==> config.mk <==
export PLATFORM = sky130hd
export DESIGN_NAME = isqrt_engine
export DESIGN_NICKNAME = d
export VERILOG_FILES = /design/src/rtl/isqrt_pkg.sv /design/src/rtl/isqrt_datapath.sv /design/src/rtl/isqrt_engine.sv
export SDC_FILE = /design/constraint.sdc
export NUM_CORES = 1
export LEC_CHECK = 0
export CORE_MARGIN = 4
export CORE_UTILIZATION = 35
export DETAILED_ROUTE_END_ITERATION = 10
export PLACE_DENSITY_LB_ADDON = 0.3
export SLEW_MARGIN = 20
export SYNTH_ARGS = -nofsm -noshare
export SYNTH_HDL_FRONTEND = slang
export SYNTH_HIERARCHICAL = 1
export SYNTH_SLANG_ARGS = --single-unit
export TNS_END_PERCENT = 20
==> constraint.sdc <==
create_clock -name clock -period 3.5 [get_ports clock]
set_input_delay 0.7 -clock clock [delete_from_list [all_inputs] [get_ports clock]]
set_output_delay 0.7 -clock clock [all_outputs]
set_load 0.05 [all_outputs]
==> src/rtl/isqrt_pkg.sv <==
// Shared types for the integer square-root engine: FSM states, mode codes and
// the control word the controller drives into the datapath.
package isqrt_pkg;

  typedef enum logic [1:0] {
    IDLE = 2'd0,
    LOAD = 2'd1,
    STEP = 2'd2,
    DONE = 2'd3
  } statetype;

  localparam logic MODE_LINEAR = 1'b0;
  localparam logic MODE_DIGIT  = 1'b1;

  typedef struct packed {
    logic capture;   // latch radicand and mode from the host
    logic load;      // initialise working registers
    logic step_lin;  // one odd-number subtraction step
    logic step_dig;  // one restoring digit step
  } ctrl_t;

endpackage

==> src/rtl/isqrt_datapath.sv <==
// Working registers, comparators and subtractors for both square-root algorithms.
// Result registers are written on the final step and held until the next result.
module isqrt_datapath
  import isqrt_pkg::*;
#(
  parameter int WIDTH = 16
) (
  input  logic               clock,
  input  logic               reset,
  input  ctrl_t              ctrl_i,
  input  logic               mode_i,
  input  logic [WIDTH-1:0]   radicand_i,
  output logic               mode_o,
  output logic               last_o,
  output logic [WIDTH/2-1:0] root_o,
  output logic [WIDTH/2:0]   remainder_o
);

  localparam int H  = WIDTH / 2;
  localparam int IW = (H > 2) ? $clog2(H) : 1;
  localparam logic [IW-1:0] IDX_INIT = IW'(H - 1);
  localparam logic [H:0]    ODD_INIT = (H + 1)'(1);
  localparam logic [H:0]    ODD_INC  = (H + 1)'(2);

  logic [WIDTH-1:0] rad_q;
  logic             mode_q;
  logic [WIDTH-1:0] x_q;
  logic [H:0]       odd_q;
  logic [H-1:0]     cnt_q;
  logic [H+1:0]     rem_q;
  logic [H-1:0]     rt_q;
  logic [IW-1:0]    idx_q;
  logic [WIDTH-1:0] sr_q;
  logic [H-1:0]     root_q;
  logic [H:0]       remainder_q;

  logic [WIDTH-1:0] odd_ext;
  logic             lin_ge;
  logic [H+1:0]     r_prime;
  logic [H+1:0]     trial;
  logic             dig_ge;
  logic [H+1:0]     rem_d;
  logic [H-1:0]     rt_d;

  assign odd_ext = {{(WIDTH - H - 1){1'b0}}, odd_q};
  assign lin_ge  = (x_q >= odd_ext);

  // Bring down the next two radicand bits and try the candidate digit 1.
  assign r_prime = (rem_q << 2) | {{H{1'b0}}, sr_q[WIDTH-1 -: 2]};
  assign trial   = {rt_q, 2'b01};
  assign dig_ge  = (r_prime >= trial);
  assign rem_d   = dig_ge ? (r_prime - trial) : r_prime;
  assign rt_d    = (rt_q << 1) | {{(H - 1){1'b0}}, dig_ge};

  assign last_o      = (mode_q == MODE_DIGIT) ? (idx_q == '0) : !lin_ge;
  assign mode_o      = mode_q;
  assign root_o      = root_q;
  assign remainder_o = remainder_q;

  always_ff @(negedge clock or negedge reset) begin
    if (!reset) begin
      rad_q       <= '0;
      mode_q      <= MODE_LINEAR;
      x_q         <= '0;
      odd_q       <= '0;
      cnt_q       <= '0;
      rem_q       <= '0;
      rt_q        <= '0;
      idx_q       <= '0;
      sr_q        <= '0;
      root_q      <= '0;
      remainder_q <= '0;
    end else begin
      if (ctrl_i.capture) begin
        rad_q  <= radicand_i;
        mode_q <= mode_i;
      end
      if (ctrl_i.load) begin
        x_q   <= rad_q;
        odd_q <= ODD_INIT;
        cnt_q <= '0;
        rem_q <= '0;
        rt_q  <= '0;
        idx_q <= IDX_INIT;
        sr_q  <= rad_q;
      end
      if (ctrl_i.step_lin) begin
        if (lin_ge) begin
          x_q   <= x_q - odd_ext;
          odd_q <= odd_q + ODD_INC;
          cnt_q <= cnt_q + 1'b1;
        end else begin
          root_q      <= cnt_q;
          remainder_q <= x_q[H:0];
        end
      end
      if (ctrl_i.step_dig) begin
        rem_q <= rem_d;
        rt_q  <= rt_d;
        sr_q  <= sr_q << 2;
        idx_q <= idx_q - 1'b1;
        if (idx_q == '0) begin
          root_q      <= rt_d;
          remainder_q <= rem_d[H:0];
        end
      end
    end
  end

endmodule

==> src/rtl/isqrt_engine.sv <==
// Integer square-root engine: start/ready handshake, linear or digit mode, one-cycle
// done pulse; requests arriving outside IDLE are dropped rather than queued.
module isqrt_engine
  import isqrt_pkg::*;
#(
  parameter int WIDTH = 16
) (
  input  logic               clock,
  input  logic               reset,
  input  logic               start,
  input  logic               mode,
  input  logic [WIDTH-1:0]   radicand,
  output logic               ready,
  output logic               busy,
  output logic               done,
  output logic [WIDTH/2-1:0] root,
  output logic [WIDTH/2:0]   remainder
);

  statetype state_q, state_d;
  ctrl_t    ctrl;
  logic     mode_q;
  logic     last;

  always_ff @(negedge clock or negedge reset) begin
    if (!reset) state_q <= IDLE;
    else        state_q <= state_d;
  end

  always_comb begin
    state_d = state_q;
    ctrl    = '0;
    case (state_q)
      IDLE: begin
        if (start) begin
          ctrl.capture = 1'b1;
          state_d      = LOAD;
        end
      end
      LOAD: begin
        ctrl.load = 1'b1;
        state_d   = STEP;
      end
      STEP: begin
        if (mode_q == MODE_DIGIT) ctrl.step_dig = 1'b1;
        else                      ctrl.step_lin = 1'b1;
        if (last) state_d = DONE;
      end
      DONE:    state_d = IDLE;
      default: state_d = IDLE;
    endcase
  end

  assign ready = (state_q == IDLE);
  assign busy  = (state_q == LOAD) || (state_q == STEP);
  assign done  = (state_q == DONE);

  isqrt_datapath #(
    .WIDTH(WIDTH)
  ) u_datapath (
    .clock       (clock),
    .reset       (reset),
    .ctrl_i      (ctrl),
    .mode_i      (mode),
    .radicand_i  (radicand),
    .mode_o      (mode_q),
    .last_o      (last),
    .root_o      (root),
    .remainder_o (remainder)
  );

endmodule

* Yosys cells after proc, flatten, opt, wreduce, memory -nomap -nowiden
Index checks and enable logic that the tools add are counted.
** Storage, ports and cells
- Logic and storage cells :: 68
- Register bits after elaboration :: 104
- Output and inout port bits :: 20
** Cells by class
- Eq/ne operators :: 5
- Multiplexer cells :: 36
- Reduce and logical (&&, ||, !) cells :: 6
- Bitwise operators :: 2
- Add/sub/neg operators :: 5
- $lt $le $gt $ge :: 2
** Operators with widths (number)
- $mux W8 :: 11
- $mux W16 :: 5
- $mux W9 :: 8
- $ge A16 B9 Y1 :: 1
- $sub A16 B9 Y16 :: 1
- $ge A10 B10 Y1 :: 1
- $or A10 B2 Y10 :: 1
- $add A9 B2 Y9 const B :: 1
- $sub A9 B9 Y9 :: 1
- $add A8 B1 Y8 const B :: 1
- $or A8 B1 Y8 :: 1
- $pmux W2 S4 :: 1
- $mux W1 :: 6
- $mux W2 :: 3
- $mux W3 :: 2
- $eq A2 B2 Y1 const B :: 2
- $ne A2 B2 Y1 const B :: 2
- $logic_not A3 Y1 :: 1
- $sub A3 B1 Y3 const B :: 1
- $eq A2 B1 Y1 const B :: 1
- $logic_not A2 Y1 :: 1
- $reduce_and A2 Y1 :: 1
- $reduce_bool A2 Y1 :: 1
- $logic_not A1 Y1 :: 1
- $logic_or A1 B1 Y1 :: 1

* Logic depth before layout (Yosys ltp)
Gate-level depths: netlist (run 1).
- Word-level depth :: 5
- Gate-level depth with buffers :: 11
- Mapped depth without buffers :: 10

* Cells and area by module
Netlist (run 1), hierarchy kept.
** By module, submodules not included
- isqrt_datapath :: times used 1, area each 5550.3 µm², cells each 552
- isqrt_engine :: times used 1, area each 192.7 µm², cells each 17

==> flow_summary.toml, run 1 <==
[setup_path]
cp.arrival_ns = 3.02
crit_path_end_kind = "output port"
worstPathRequired_ns = 2.80
crit_path_start_kind = "register"
worstPathMaxFanout = 3
rr_worst_depth = 9
path_class = "register to output port"

[power]
p_int_w = 0.00369
power_density_nw_per_um2 = 910
irDropWorstVdd_mv = 0.619
p_sw_w = 0.00267
p_leak_nw = 3.11
clockPowerShare_pct = 16.3
switching_share_pct = 42.0
power_frac_seq_pct = 32.6
p_total_w = 0.00636
p_comb_share_pct = 51.1

[placement]
dpl_worst_slack_ns = -0.246
place.port_buffers = 39
place_inst = 813
dpl.hpwl_um = 10000
placed_area_um2 = 6640
finalWeightedCongestion = 0.903

[route]
detail-route-antenna-nets = 0
drc = 0
wl_um = 13300
dr.pass1.iters = 5
wire_per_inst_um = 16.0
vias = 4356
drt_first_iter_violations = 253
via_per_inst = 5.24

[clock_network]
cts.hold.buffers_added = 0
cts_buffers = 9
cts_tree = "done"
cts_sinks = 104
cts-root-buf = "clkbuf_16"
htree_levels = 3
clockBufferDepth = 2
clk_latency_ns = 0.35
clkTransAtPathRegs_ns = 0.05

[sta]
setup_violations = 3
finalMaxSlewViolations = 0
rsz0062_at_grt = "true"
whs_ns = 0.413
skew_ns = 0.00927
slew_headroom_pct = 32.4
tightest_slew_ns = 1.01
hold_viol = 0
layout_setup_ws_ns = -0.222

[global_routing]
antenna_found_initial = 0
grt_pass1_wl_um = 22800
grt_max_degree = 45
grt_overflow = 0
grt_usage_pct = 15.2
grt_pass1_vias = 4462

[layout]
syn2layout_area_growth_pct = 21.7
fin_nets = 659
antenna_cells = 0
fin_cells = 831
drive_gt1_share_pct = 15.6
final_area_um2 = 6990

[yosys]
synth_area_leaders = "dfrtn_1 (45%), mux2i_1 (9.6%), ha_1 (6.1%), mux2_2 (4.1%), o21ai_0 (4.1%)"
ys_types = 58
synth_top_area_share_pct = 45.3
ys.flop_type = "dfrtn_1"
syn_inst = 569
synthTopCellsByCount = "dfrtn_1 (104), mux2i_1 (55), nand2_1 (55)"
synth_seq_cells = 104
synth_top_area_cell = "dfrtn_1"
synth_edf_count = 0
yosysWarnings = 6
syn_area_um2 = 5740
synth_area_per_cell_um2 = 10.1
syn_nets = 618
ys_seq_area_share_pct = 45.3
async_flop_share_pct = 100
yosys.cell_count.top_type = "dfrtn_1"

[floorplanning]
placementRows = 46
dieArea_um2 = 18500
die_w_um = 136
initial_utilization_pct = 35.9
coreArea_um2 = 16000
pin_count = 40
die_h_um = 136

[worst_hold_path]
min_path_type = "register to register"
worst_hold_path.num_cells = 1

[outcome]
status = "complete, but fails checks"
failed_checks = "setup timing"

[run]
drv_cap = 0
[timing repair]
action | CTS | global route
resized for setup | 6 | 0
endpoints found under the setup margin | 3 | 3
setup buffers | 1 | 1
hold endpoints to repair | 0 | 0
pin swaps | 1 | 1
[layout make-up]
type                            instances  area [um2]
Clock buffer                           10         239
Clock inverter                          6        65.1
Fill cell                            1574        9010
Inverter                               32         120
Multi-Input combinational cell        408        2950
Sequential cell                       104        2600
Tap cell                              216         270
Timing Repair Buffer                   55         746
[per-stage QoR]
stage,utilization [%],TNS [ns]
floorplan,-,-0.0206
global placement,41.5,-4.15
finish,43.7,-0.519
CTS,43.6,-0.553
detailed placement,41.5,-4.28
global route,43.7,-0.674
[cells by family after synthesis]
| kind of cell | after synthesis | share of synthesized area [%] |
|---|---|---|
| XOR/XNOR | 18 | 2.75 |
| adder cells (fa/ha/maj) | 29 | 6.45 |
| multiplexers | 77 | 14.0 |
| AO/OA/AOI/OAI | 129 | 14.2 |
| buffers and inverters | 57 | 3.99 |
| flip-flops | 104 | 45.3 |
| AND/OR/NAND/NOR | 155 | 13.3 |
[cell usage in the layout (no fill, tap or decap), types with 3 or more instances in the layout]
master           Yosys  layout
xor2_1               7       7
o211ai_1             6       6
buf_12               0      23
nand3_1             16      16
a22oi_1              5       5
mux2_2              21      21
and3_1               4       4
o21ai_0             47      47
clkbuf_16            0       9
o31ai_1              9       9
inv_1               32      30
o21a_1               5       5
nor3_1              10      10
clkdlybuf4s50_1      0      18
o221a_2              3       3
dfrtn_1            104     104
a21oi_1             29      29
xnor2_1             11      11
nand2b_1             9       9
nor2b_1              9       9
nand2_1             55      55
nor3b_1              3       3
buf_4                0      14
ha_1                28      24
nor2_1              28      28
mux2i_1             55      55
a211oi_1             3       3
or3_1                7       7
[power by group through the flow]
stage          clock, W  sequential, W  combinational (W)
3_5_place_dp          0        0.00209            0.00317
4_1_cts         0.00106        0.00207            0.00324
5_1_grt         0.00111        0.00212            0.00360
3_3_place_gp          0        0.00207            0.00308
2_1_floorplan         0        0.00199            0.00230
6_report        0.00104        0.00207            0.00325
[flip-flops by register name, indices dropped and copies added (netlist names)]
| register | cells |
|---|---|
| u_datapath/rad_q | 16 |
| u_datapath/sr_q | 16 |
| u_datapath/x_q | 16 |
| u_datapath/odd_q | 9 |
| u_datapath/remainder_o | 9 |
| u_datapath/cnt_q | 8 |
| u_datapath/rem_q | 8 |
| u_datapath/root_o | 8 |
| u_datapath/rt_q | 8 |
| u_datapath/idx_q | 3 |
| state_q | 2 |
| u_datapath/mode_o | 1 |
[routing by layer]
metal / share of wire [%] / vias to the layer above / GRT usage (%) / wire length [um]
met3: 3.4 / 20 / 2.70 / 447
met4: 2.2 / 0 / 4.93 / 297
li1: - / 2110 / - / -
met1: 47 / 2137 / 20.7 / 6210
met5: 0 / - / 0 / 0
met2: 48 / 89 / 24.6 / 6350
[worst max-delay path, stage by stage, from the launching register on]
cell	delay, ns
dfrtn_1	0.43
inv_2	0.07
ha_4	0.29
buf_12	0.13
[worst paths after layout]
kind                                     startpoint                   end  slack [ns]
worst max-delay path                     state_q[1]                  busy       -0.22
worst min-delay path            u_datapath/idx_q[0]   u_datapath/idx_q[0]        0.41
worst max register to register    u_datapath/x_q[0]    u_datapath/x_q[15]        0.34
worst min register to register  u_datapath/idx_q[0]   u_datapath/idx_q[0]        0.41
max in group asynchronous                     reset    u_datapath/rt_q[5]        1.04
min in group asynchronous                     reset  u_datapath/rad_q[10]        1.89
Note: power is estimated with default switching activity, not from simulation.
==> run 2, diff against run 1 <==
- GPL_TIMING_DRIVEN: default -> 1
==> results of run 2 <==
The final DEF is identical to that of run 1; final timing and power are the same.
==> run 3, diff against run 2 <==
- CAP_MARGIN: default -> 10
==> results of run 3 <==
The final DEF is identical to that of run 1; final timing and power are the same.
